`config.mk`:
```
export PLATFORM = sky130hd
export DESIGN_NAME = intraloop_mb_scheduler
export DESIGN_NICKNAME = d
export VERILOG_FILES = /design/src/rtl/intraloop_mb_scheduler.sv
export SDC_FILE = /design/constraint.sdc
export NUM_CORES = 1
export LEC_CHECK = 0
export ABC_AREA = 1
export BUFFER_PORTS_ARGS = -buffer_cell sky130_fd_sc_hd__buf_4
export CORE_UTILIZATION = 65
export DETAILED_ROUTE_END_ITERATION = 8
export GPL_TIMING_DRIVEN = 0
export PLACE_DENSITY = 0.85
export SLEW_MARGIN = 30
export SYNTH_ARGS = -nofsm -noshare
export SYNTH_HDL_FRONTEND = slang
export SYNTH_SLANG_ARGS = --single-unit
```
`constraint.sdc`:
```
create_clock -name clk -period 7.85 [get_ports clk]
set_input_delay 0.785 -clock clk [delete_from_list [all_inputs] [get_ports clk]]
set_output_delay 0.785 -clock clk [all_outputs]
set_load 0.005 [all_outputs]
```
`src/rtl/intraloop_mb_scheduler.sv`:
```
// Intra-loop macroblock scheduler: walks a 4:2:0 frame MB by MB and issues each 4x4 luma
// block in 8x8 Z-order, gated by reconstructor done strobes. Watchdog: INTRALOOP_SCHED_TIMEOUT_EN.
module intraloop_mb_scheduler #(
  parameter int unsigned FRAME_W        = 64,
  parameter int unsigned FRAME_H        = 48,
  parameter int unsigned TIMEOUT_CYCLES = 1024
) (
  input  logic        clk,
  input  logic        reset,
  input  logic        start,
  input  logic        fb_luma4x4,
  input  logic        fb_chromab8x8,
  input  logic        fb_chromar8x8,
  output logic        enable,
  output logic [31:0] mbnumber_luma4x4,
  output logic [31:0] mbnumber_chromab8x8,
  output logic [31:0] mbnumber_chromar8x8,
  output logic        busy,
  output logic        frame_done,
  output logic        sched_error,
  output logic [2:0]  state_dbg
);

  // Handshake: enable is a one-cycle issue pulse with mbnumber_* valid in that cycle; the
  // next block is issued only after fb_luma4x4 is seen in WAIT (and, at MB end, both chroma
  // strobes have been captured). Inputs are single-cycle strobes, not level handshakes.

  localparam logic [31:0] MBW = 32'(FRAME_W / 16);
  localparam logic [31:0] MBH = 32'(FRAME_H / 16);
  localparam logic [31:0] BW  = 32'(FRAME_W / 4);

  if ((FRAME_W % 16) != 0 || (FRAME_H % 16) != 0 || FRAME_W == 0 || FRAME_H == 0 ||
      TIMEOUT_CYCLES == 0) begin : g_bad_cfg
    $error("intraloop_mb_scheduler: invalid frame size or timeout parameter");
  end

  typedef enum logic [2:0] {
    S_IDLE  = 3'd0,
    S_ISSUE = 3'd1,
    S_WAIT  = 3'd2,
    S_MBEND = 3'd3,
    S_DONE  = 3'd4
  } state_t;

  state_t      state;
  logic [31:0] mb_x;
  logic [31:0] mb_y;
  logic [31:0] blk;
  logic        cb_seen;
  logic        cr_seen;
  logic [31:0] blk_inc;
  logic [31:0] nx_x;
  logic [31:0] nx_y;
  logic        last_mb;
  logic        clr_flags;
  logic        chroma_ok;
  logic        wd_fire;

  assign state_dbg = state;

  // Block index bits interleave as {by1,bx1,by0,bx0} to give 8x8 Z-order inside the MB.
  function automatic logic [31:0] luma_idx(input logic [31:0] mx, input logic [31:0] my,
                                           input logic [3:0] b);
    logic [31:0] bx;
    logic [31:0] by;
    bx = {30'd0, b[2], b[0]};
    by = {30'd0, b[3], b[1]};
    return (my * 32'd4 + by) * BW + mx * 32'd4 + bx;
  endfunction

  assign blk_inc   = blk + 32'd1;
  assign last_mb   = (mb_x == MBW - 32'd1) && (mb_y == MBH - 32'd1);
  assign nx_x      = (mb_x == MBW - 32'd1) ? 32'd0 : mb_x + 32'd1;
  assign nx_y      = (mb_x == MBW - 32'd1) ? mb_y + 32'd1 : mb_y;
  assign clr_flags = (state == S_ISSUE) && (blk == 32'd0);
  assign chroma_ok = cb_seen && cr_seen;

`ifdef INTRALOOP_SCHED_TIMEOUT_EN
  logic [31:0] wd_cnt;

  assign wd_fire = (wd_cnt == 32'(TIMEOUT_CYCLES - 1)) &&
                   (((state == S_WAIT) && !fb_luma4x4) || ((state == S_MBEND) && !chroma_ok));

  // Counter restarts on every WAIT/MBEND entry (WAIT is only entered from ISSUE).
  always_ff @(posedge clk or negedge reset) begin
    if (!reset) begin
      wd_cnt      <= 32'd0;
      sched_error <= 1'b0;
    end else begin
      if ((state == S_MBEND) || ((state == S_WAIT) && !fb_luma4x4))
        wd_cnt <= wd_cnt + 32'd1;
      else
        wd_cnt <= 32'd0;
      if ((state == S_IDLE) && start)
        sched_error <= 1'b0;
      else if (wd_fire)
        sched_error <= 1'b1;
    end
  end
`else
  assign wd_fire     = 1'b0;
  assign sched_error = 1'b0;
`endif

  always_ff @(posedge clk or negedge reset) begin
    if (!reset) begin
      state               <= S_IDLE;
      mb_x                <= 32'd0;
      mb_y                <= 32'd0;
      blk                 <= 32'd0;
      cb_seen             <= 1'b0;
      cr_seen             <= 1'b0;
      enable              <= 1'b0;
      mbnumber_luma4x4    <= 32'd0;
      mbnumber_chromab8x8 <= 32'd0;
      mbnumber_chromar8x8 <= 32'd0;
      busy                <= 1'b0;
      frame_done          <= 1'b0;
    end else begin
      enable     <= 1'b0;
      frame_done <= 1'b0;
      if (clr_flags) begin
        cb_seen <= 1'b0;
        cr_seen <= 1'b0;
      end else begin
        if (fb_chromab8x8) cb_seen <= 1'b1;
        if (fb_chromar8x8) cr_seen <= 1'b1;
      end
      case (state)
        S_IDLE: begin
          if (start) begin
            mb_x                <= 32'd0;
            mb_y                <= 32'd0;
            blk                 <= 32'd0;
            busy                <= 1'b1;
            enable              <= 1'b1;
            mbnumber_luma4x4    <= 32'd0;
            mbnumber_chromab8x8 <= 32'd0;
            mbnumber_chromar8x8 <= 32'd0;
            state               <= S_ISSUE;
          end
        end
        S_ISSUE: state <= S_WAIT;
        S_WAIT: begin
          if (fb_luma4x4) begin
            if (blk < 32'd15) begin
              blk              <= blk_inc;
              enable           <= 1'b1;
              mbnumber_luma4x4 <= luma_idx(mb_x, mb_y, blk_inc[3:0]);
              state            <= S_ISSUE;
            end else begin
              state <= S_MBEND;
            end
          end else if (wd_fire) begin
            frame_done <= 1'b1;
            state      <= S_DONE;
          end
        end
        S_MBEND: begin
          if (chroma_ok) begin
            if (last_mb) begin
              frame_done <= 1'b1;
              state      <= S_DONE;
            end else begin
              mb_x                <= nx_x;
              mb_y                <= nx_y;
              blk                 <= 32'd0;
              enable              <= 1'b1;
              mbnumber_luma4x4    <= luma_idx(nx_x, nx_y, 4'd0);
              mbnumber_chromab8x8 <= nx_y * MBW + nx_x;
              mbnumber_chromar8x8 <= nx_y * MBW + nx_x;
              state               <= S_ISSUE;
            end
          end else if (wd_fire) begin
            frame_done <= 1'b1;
            state      <= S_DONE;
          end
        end
        S_DONE: begin
          busy  <= 1'b0;
          state <= S_IDLE;
        end
        default: state <= S_IDLE;
      endcase
    end
  end

endmodule

```
Word level (Yosys, flattened, before mapping)
Cells that the tools add are included.

operators by class
  add/subtract/negate cells = 8
  $lt $le $gt $ge = 1
  eq/ne operators = 12
  multiplexer cells = 43
  reductions and logical operators = 15

operator list
  operator                                                                        count
  32-bit 2-to-1 mux                                                               17
  32-bit one-hot mux with 2 select lines                                          3
  32-bit one-hot mux with 3 select lines                                          2
  32-bit by 1-bit adder with 32-bit output (second input constant)                3
  32-bit adder                                                                    3
  32-bit by 2-bit == test with 1-bit output (second input constant)               2
  32-bit by 2-bit adder with 32-bit output                                        1
  32-bit zero test                                                                1
  32-bit by 4-bit less-than comparator with 1-bit output (second input constant)  1
  28-bit by 2-bit adder with 28-bit output                                        1
  1-bit 2-to-1 mux                                                                13
  3-bit 2-to-1 mux                                                                4
  2-bit inequality test (second input constant)                                   6
  3-bit one-hot mux with 4 select lines                                           1
  2-bit nonzero test                                                              4
  3-bit by 2-bit == test with 1-bit output (second input constant)                2
  6-bit AND reduction                                                             1
  5-bit AND reduction                                                             1
  4-bit AND reduction                                                             1
  3-bit by 1-bit == test with 1-bit output (second input constant)                1
  3-bit == test (second input constant)                                           1
  1-bit logical AND                                                               3
  3-bit zero test                                                                 1
  1-bit one-hot mux with 3 select lines                                           1
  5 further kinds                                                                 5

word-level totals
  flip-flop bits (word level) = 168

Depth between registers and ports, before layout
  depth after elaboration = 7
  gate-level depth with buffers = 26
  depth with buffers taken out = 24

Least setup slack after synthesis
Ideal clock, no wire load.

  path kind = reg2reg
  start = register mbnumber_chromar8x8[0] (netlist name)
  end = register mbnumber_chromar8x8[30]
  data arrival time = 3196 ps
  data required time = 7732 ps
  setup slack = 4536 ps
  cell stages (with the launch flop) = 21
  clock period less this slack = 3314 ps
  cell sequence = dfrtp_1 > ha_1 > nand3_1 > nor2_1 > nand2_1 > nor2_4 > nand3_1 > nor2_2 > nand2_1 > nor2_1 > xor2_1 > inv_1 > ha_1 > a21oi_1 > inv_1 > a21oi_1 > nor2_1 > a2111oi_0 > nand4_1 > nand3_1 > nand2_1

RTL lines
  what                  line  RTL
  end signal, assigned  171   mbnumber_chromar8x8 <= nx_y * MBW + nx_x;
  end, declared         17    output logic [31:0] mbnumber_chromar8x8,

==> impl_metrics.xml <==
<?xml version="1.0" encoding="UTF-8"?>
<metrics>
  <group name="synthesis">
    <metric name="synthesis.yosys.warnings" unit="">0</metric>
    <metric name="post_synth_xor_area_fraction" unit="%">3.33</metric>
    <metric name="post_synth_fa_ha_maj_area_fraction" unit="%">7.80</metric>
    <metric name="synth_top_family_by_area" unit="">simple AND/OR/NAND/NOR gates</metric>
    <metric name="syn-mean-instance-area" unit="um2">6.84</metric>
    <metric name="yosys-mux-area-fraction" unit="%">0</metric>
    <metric name="synthesis.area" unit="um2">13900</metric>
    <metric name="netlist_instances" unit="">2036</metric>
    <metric name="ys_dominant_reg_cell" unit="">dfrtp_1</metric>
    <metric name="async_flop_share" unit="%">100</metric>
    <metric name="synth-compound-area-share" unit="%">13.7</metric>
    <metric name="synth-simple-area-share" unit="%">33.6</metric>
    <metric name="synth.distinct_cells" unit="">59</metric>
    <metric name="number_of_flops_mapped_to_enable_cells_by_yosys" unit="">0</metric>
    <metric name="ys_seq_area_share" unit="%">29.8</metric>
    <metric name="synth-seq-cells" unit="">166</metric>
    <metric name="synth_fp_nets" unit="">2127</metric>
  </group>
  <group name="job">
    <metric name="count_of_max_cap_constraint_violations" unit="">0</metric>
  </group>
  <group name="final_layout">
    <metric name="count_of_antenna_diodes_in_the_layout" unit="">0</metric>
    <metric name="nets" unit="">2254</metric>
    <metric name="fill_cells" unit="">1741</metric>
    <metric name="reg_area" unit="um2">4150</metric>
    <metric name="layout_cells_sized_above_1" unit="%">14.1</metric>
    <metric name="multi_input_comb_area" unit="um2">8140</metric>
    <metric name="syn_to_final_growth" unit="%">13.0</metric>
  </group>
  <group name="route">
    <metric name="detail_route.vias_per_cell" unit="">6.05</metric>
    <metric name="first_iter_violations" unit="">1670</metric>
    <metric name="antenna_left" unit="">0</metric>
    <metric name="drc_errors" unit="">0</metric>
    <metric name="vias" unit="">14800</metric>
    <metric name="postRouteWirelength" unit="um">48400</metric>
    <metric name="route.detailed.wl_per_inst" unit="um">19.7</metric>
    <metric name="detailedRoute.firstPassIterationCount" unit="">9</metric>
  </group>
  <group name="sta">
    <metric name="skew" unit="ns">0.0183</metric>
    <metric name="final_critical_path_setup_slack" unit="ns">3.26</metric>
    <metric name="timing.slew.headroom" unit="%">35.6</metric>
    <metric name="worst_hold_slack" unit="ns">0.291</metric>
    <metric name="post-route-period-util" unit="%">58.5</metric>
    <metric name="grt_setup_unrepaired" unit="">false</metric>
    <metric name="final-hold-violation-count" unit="">0</metric>
    <metric name="final.setup.tns" unit="ns">0</metric>
    <metric name="finalMaxSlewViolations" unit="">0</metric>
    <metric name="tightest_slew" unit="ns">0.965</metric>
    <metric name="setup_viol" unit="">0</metric>
    <metric name="fin_crit" unit="ns">4.59</metric>
    <metric name="max_clock_freq" unit="MHz">218</metric>
  </group>
  <group name="setup_path">
    <metric name="worstSetupStartpointType" unit="">register</metric>
    <metric name="timing.critical_path.to_type" unit="">register</metric>
    <metric name="critical_path_arrival" unit="ns">4.93</metric>
    <metric name="slowest_delay" unit="ns">0.63</metric>
    <metric name="crit_path_cell_trace" unit="">ha_1 &gt; nand2_1 &gt; nor2_1 &gt; nand2_2 &gt; nor2_8 &gt; buf_8 &gt; xor2_1 &gt; inv_1 &gt; ha_1 &gt; fa_1 &gt; nand3_1 &gt; nand2_1 &gt; a21oi_1 &gt; nand2_1 &gt; nand3_1 &gt; o21ai_1 &gt; nand3_1 &gt; nand3_2 &gt; nand2_1 &gt; nand3_1 &gt; nand3_1 &gt; nand2_1</metric>
    <metric name="setup_crit_start" unit="">mbnumber_chromar8x8[0]</metric>
    <metric name="critical_path_peak_fanout" unit="">10</metric>
    <metric name="crit_path_slowest_cell" unit="">a21oi_1</metric>
    <metric name="critical-path-top-delay-family" unit="">simple AND/OR/NAND/NOR gates</metric>
    <metric name="crit-reg2reg-capture" unit="">mbnumber_chromar8x8[24]</metric>
    <metric name="rrSetupSlack" unit="ns">3.26</metric>
    <metric name="timing.critical_path.to" unit="">mbnumber_chromar8x8[24]</metric>
    <metric name="path_buf_inv" unit="">2</metric>
    <metric name="worst-setup-path-type" unit="">reg -&gt; reg</metric>
    <metric name="worst-path-stages" unit="">22</metric>
    <metric name="timing.rr.start" unit="">mbnumber_chromar8x8[0]</metric>
    <metric name="critical_path_required" unit="ns">8.19</metric>
    <metric name="r2r_cell_count" unit="">22</metric>
  </group>
  <group name="pwr">
    <metric name="power_switching_share" unit="%">42.4</metric>
    <metric name="clkPwrFrac" unit="%">30.2</metric>
    <metric name="power.density_cell_area" unit="nW/um2">193</metric>
    <metric name="power.net_switching" unit="mW">1.29</metric>
    <metric name="internal_power" unit="mW">1.75</metric>
    <metric name="worst_vdd_drop" unit="uV">159</metric>
    <metric name="comb_power_share" unit="%">36.3</metric>
    <metric name="power.sequential.fraction" unit="%">33.6</metric>
    <metric name="power.static_leakage" unit="nW">8.54</metric>
  </group>
  <group name="clocking">
    <metric name="tritoncts" unit="">done</metric>
    <metric name="cts.repair_timing.setup_buffer_count" unit="">0</metric>
    <metric name="cts.reportedPaths.clkPinSlew" unit="ns">0.08</metric>
    <metric name="clockBufferDepth" unit="">2</metric>
    <metric name="cts_sinks" unit="">166</metric>
    <metric name="cts-buffers-inserted" unit="">17</metric>
    <metric name="cts-root-buf" unit="">clkbuf_16</metric>
    <metric name="cts_hold_buf" unit="">0</metric>
    <metric name="h-tree-depth" unit="">4</metric>
    <metric name="cts_resized" unit="">0</metric>
    <metric name="clock_insertion_delay_at_the_later_pin_of_the_skew_report" unit="ns">0.46</metric>
  </group>
  <group name="floorplanning">
    <metric name="row_count" unit="">53</metric>
    <metric name="design.portCount" unit="">109</metric>
    <metric name="floorplan.die.width" unit="um">148</metric>
    <metric name="core-area" unit="um2">21000</metric>
    <metric name="floorplan.initialDensity" unit="%">66.2</metric>
    <metric name="die_h" unit="um">148</metric>
    <metric name="die_area" unit="um2">22000</metric>
  </group>
  <group name="place">
    <metric name="gp_congestion" unit="">1.02</metric>
    <metric name="place_worst_setup_slack" unit="ns">3.44</metric>
    <metric name="port-buffer-count" unit="">107</metric>
    <metric name="detailedPlacementHpwl" unit="um">38600</metric>
  </group>
  <group name="grt">
    <metric name="grt_overflow_total" unit="">0</metric>
    <metric name="largest_net_degree_at_the_start_of_global_routing" unit="">89</metric>
    <metric name="vias_in_the_first_global_route" unit="">13700</metric>
    <metric name="grt_pass1_wl" unit="um">74100</metric>
    <metric name="grt_use_total" unit="%">44.7</metric>
    <metric name="antenna_found_initial" unit="">1</metric>
  </group>
  <group name="outcome">
    <metric name="outcome" unit="">finished clean</metric>
  </group>
  <group name="worst_hold_path">
    <metric name="hold_class" unit="">in -&gt; async</metric>
  </group>
</metrics>
==> final cells by class <==
class,count,share of cell area [%]
Clock inverter,15,1.26
Timing Repair Buffer,108,5.33
Clock buffer,17,2.70
Inverter,308,7.40
Buffer,76,2.98
Multi-Input combinational cell,1486,51.7
Tap cell,275,2.19
Sequential cell,166,26.4
==> power by group through the flow <==
stage	clock [mW]	sequential (mW)	combinational (mW)
floorplan	0	1.01	0.635
global placement	0	1.02	1.03
detailed placement	0	1.03	1.06
CTS	0.908	1.02	1.07
global route	0.942	1.03	1.17
finish	0.915	1.02	1.10
==> sequential cells by signal, summed over array words and instances, names as in the netlist <==
register,cells
blk,32
mb_y,32
mbnumber_chromar8x8,32
mbnumber_luma4x4,32
mb_x,30
state_dbg,3
busy,1
cb_seen,1
cr_seen,1
enable,1
frame_done,1
==> cell usage in the layout (no fill, tap or decap), types with 4 or more instances in the layout <==
cell,n
buf_4,143
or2_2,6
dfrtp_1,166
nor3_2,4
a21boi_0,4
a31oi_1,7
clkinv_8,4
o21ai_1,18
nor3_1,40
xnor2_1,8
inv_2,6
a21oi_1,111
xor2_1,45
nor2_2,12
nand3_1,109
clkbuf_16,17
nand3_4,5
nand2_2,27
nor2_1,191
nand3_2,14
a21o_1,7
nor4_1,24
inv_1,299
nand2_1,506
clkbuf_1,19
inv_8,4
nand3b_1,6
o21a_1,5
o21ai_0,101
nand2_4,12
o21bai_1,7
o22ai_1,50
ha_1,82
nor2_4,6
o21ai_2,4
buf_2,13
nand4_1,42
==> synth_stat cells, types with 13 or more instances <==
master    count  area, um2
clkbuf_1     20       75.1
xor2_1       45        394
o22ai_1      50        313
nor3_1       40        200
nor2_1      191        717
nand2_2      27        169
dfrtp_1     166       4150
a21oi_1     111        556
o21ai_1      18       90.1
buf_2        13       65.1
nand3_1     109        546
buf_4        37        278
inv_1       299       1120
o21ai_0     101        505
nand4_1      42        263
nand2_1     506       1900
nor4_1       24        150
nand3_2      14        140
ha_1         82       1030
==> how the worst min path moves through the flow <==
stage,from,slack (ns),to
2_1_floorplan,mbnumber_luma4x4[2],0.47,mbnumber_luma4x4[2]
3_3_place_gp,mbnumber_luma4x4[4],0.46,mbnumber_luma4x4[4]
3_5_place_dp,mbnumber_luma4x4[4],0.46,mbnumber_luma4x4[4]
4_1_cts,reset,0.33,blk[16]
5_1_grt,reset,0.35,blk[16]
6_report,reset,0.29,blk[15]
==> per-layer routing <==
layer	track usage, %	wire, um	vias to the layer above
li1	-	-	6870
met1	60.6	19100	6870
met2	67.3	20800	933
met3	10.8	6220	159
met4	20.7	2270	2
met5	0	13	-
==> worst register-to-register path, cell delays in order (launching register included) <==
cell,delay (ns)
dfrtp_1,0.47
ha_1,0.28
nand2_1,0.08
nor2_1,0.17
nand2_2,0.14
nor2_8,0.21
buf_8,0.19
xor2_1,0.21
inv_1,0.09
ha_1,0.23
fa_1,0.42
nand3_1,0.09
nand2_1,0.09
a21oi_1,0.63
nand2_1,0.21
nand3_1,0.16
o21ai_1,0.13
nand3_1,0.12
nand3_2,0.16
nand2_1,0.16
nand3_1,0.10
nand3_1,0.10
nand2_1,0.06
==> logic make-up (layout without fill, tap and decap cells) <==
family                   Yosys count  after routing
AO/OA/AOI/OAI                    335            335
XOR/XNOR                          53             53
other                              1              1
AND/OR/NAND/NOR                 1012           1012
buffers and inverters            384            524
adder cells (fa/ha/maj)           85             85
flip-flops                       166            166
==> metrics by stage <==
stage / cells / instance area (um2) / power (mW) / util [%]
final: 2451 / 15700 / 3.03 / 74.8
after global routing: 2451 / 15700 / 3.14 / 74.8
after CTS: 2451 / 15700 / 2.99 / 74.8
after detailed placement: 2419 / 15100 / 2.09 / 71.8
after global placement: 2418 / 15100 / 2.05 / 71.7
after floorplan: 2036 / 13900 / 1.65 / -
(Power assumes the default switching activity.)
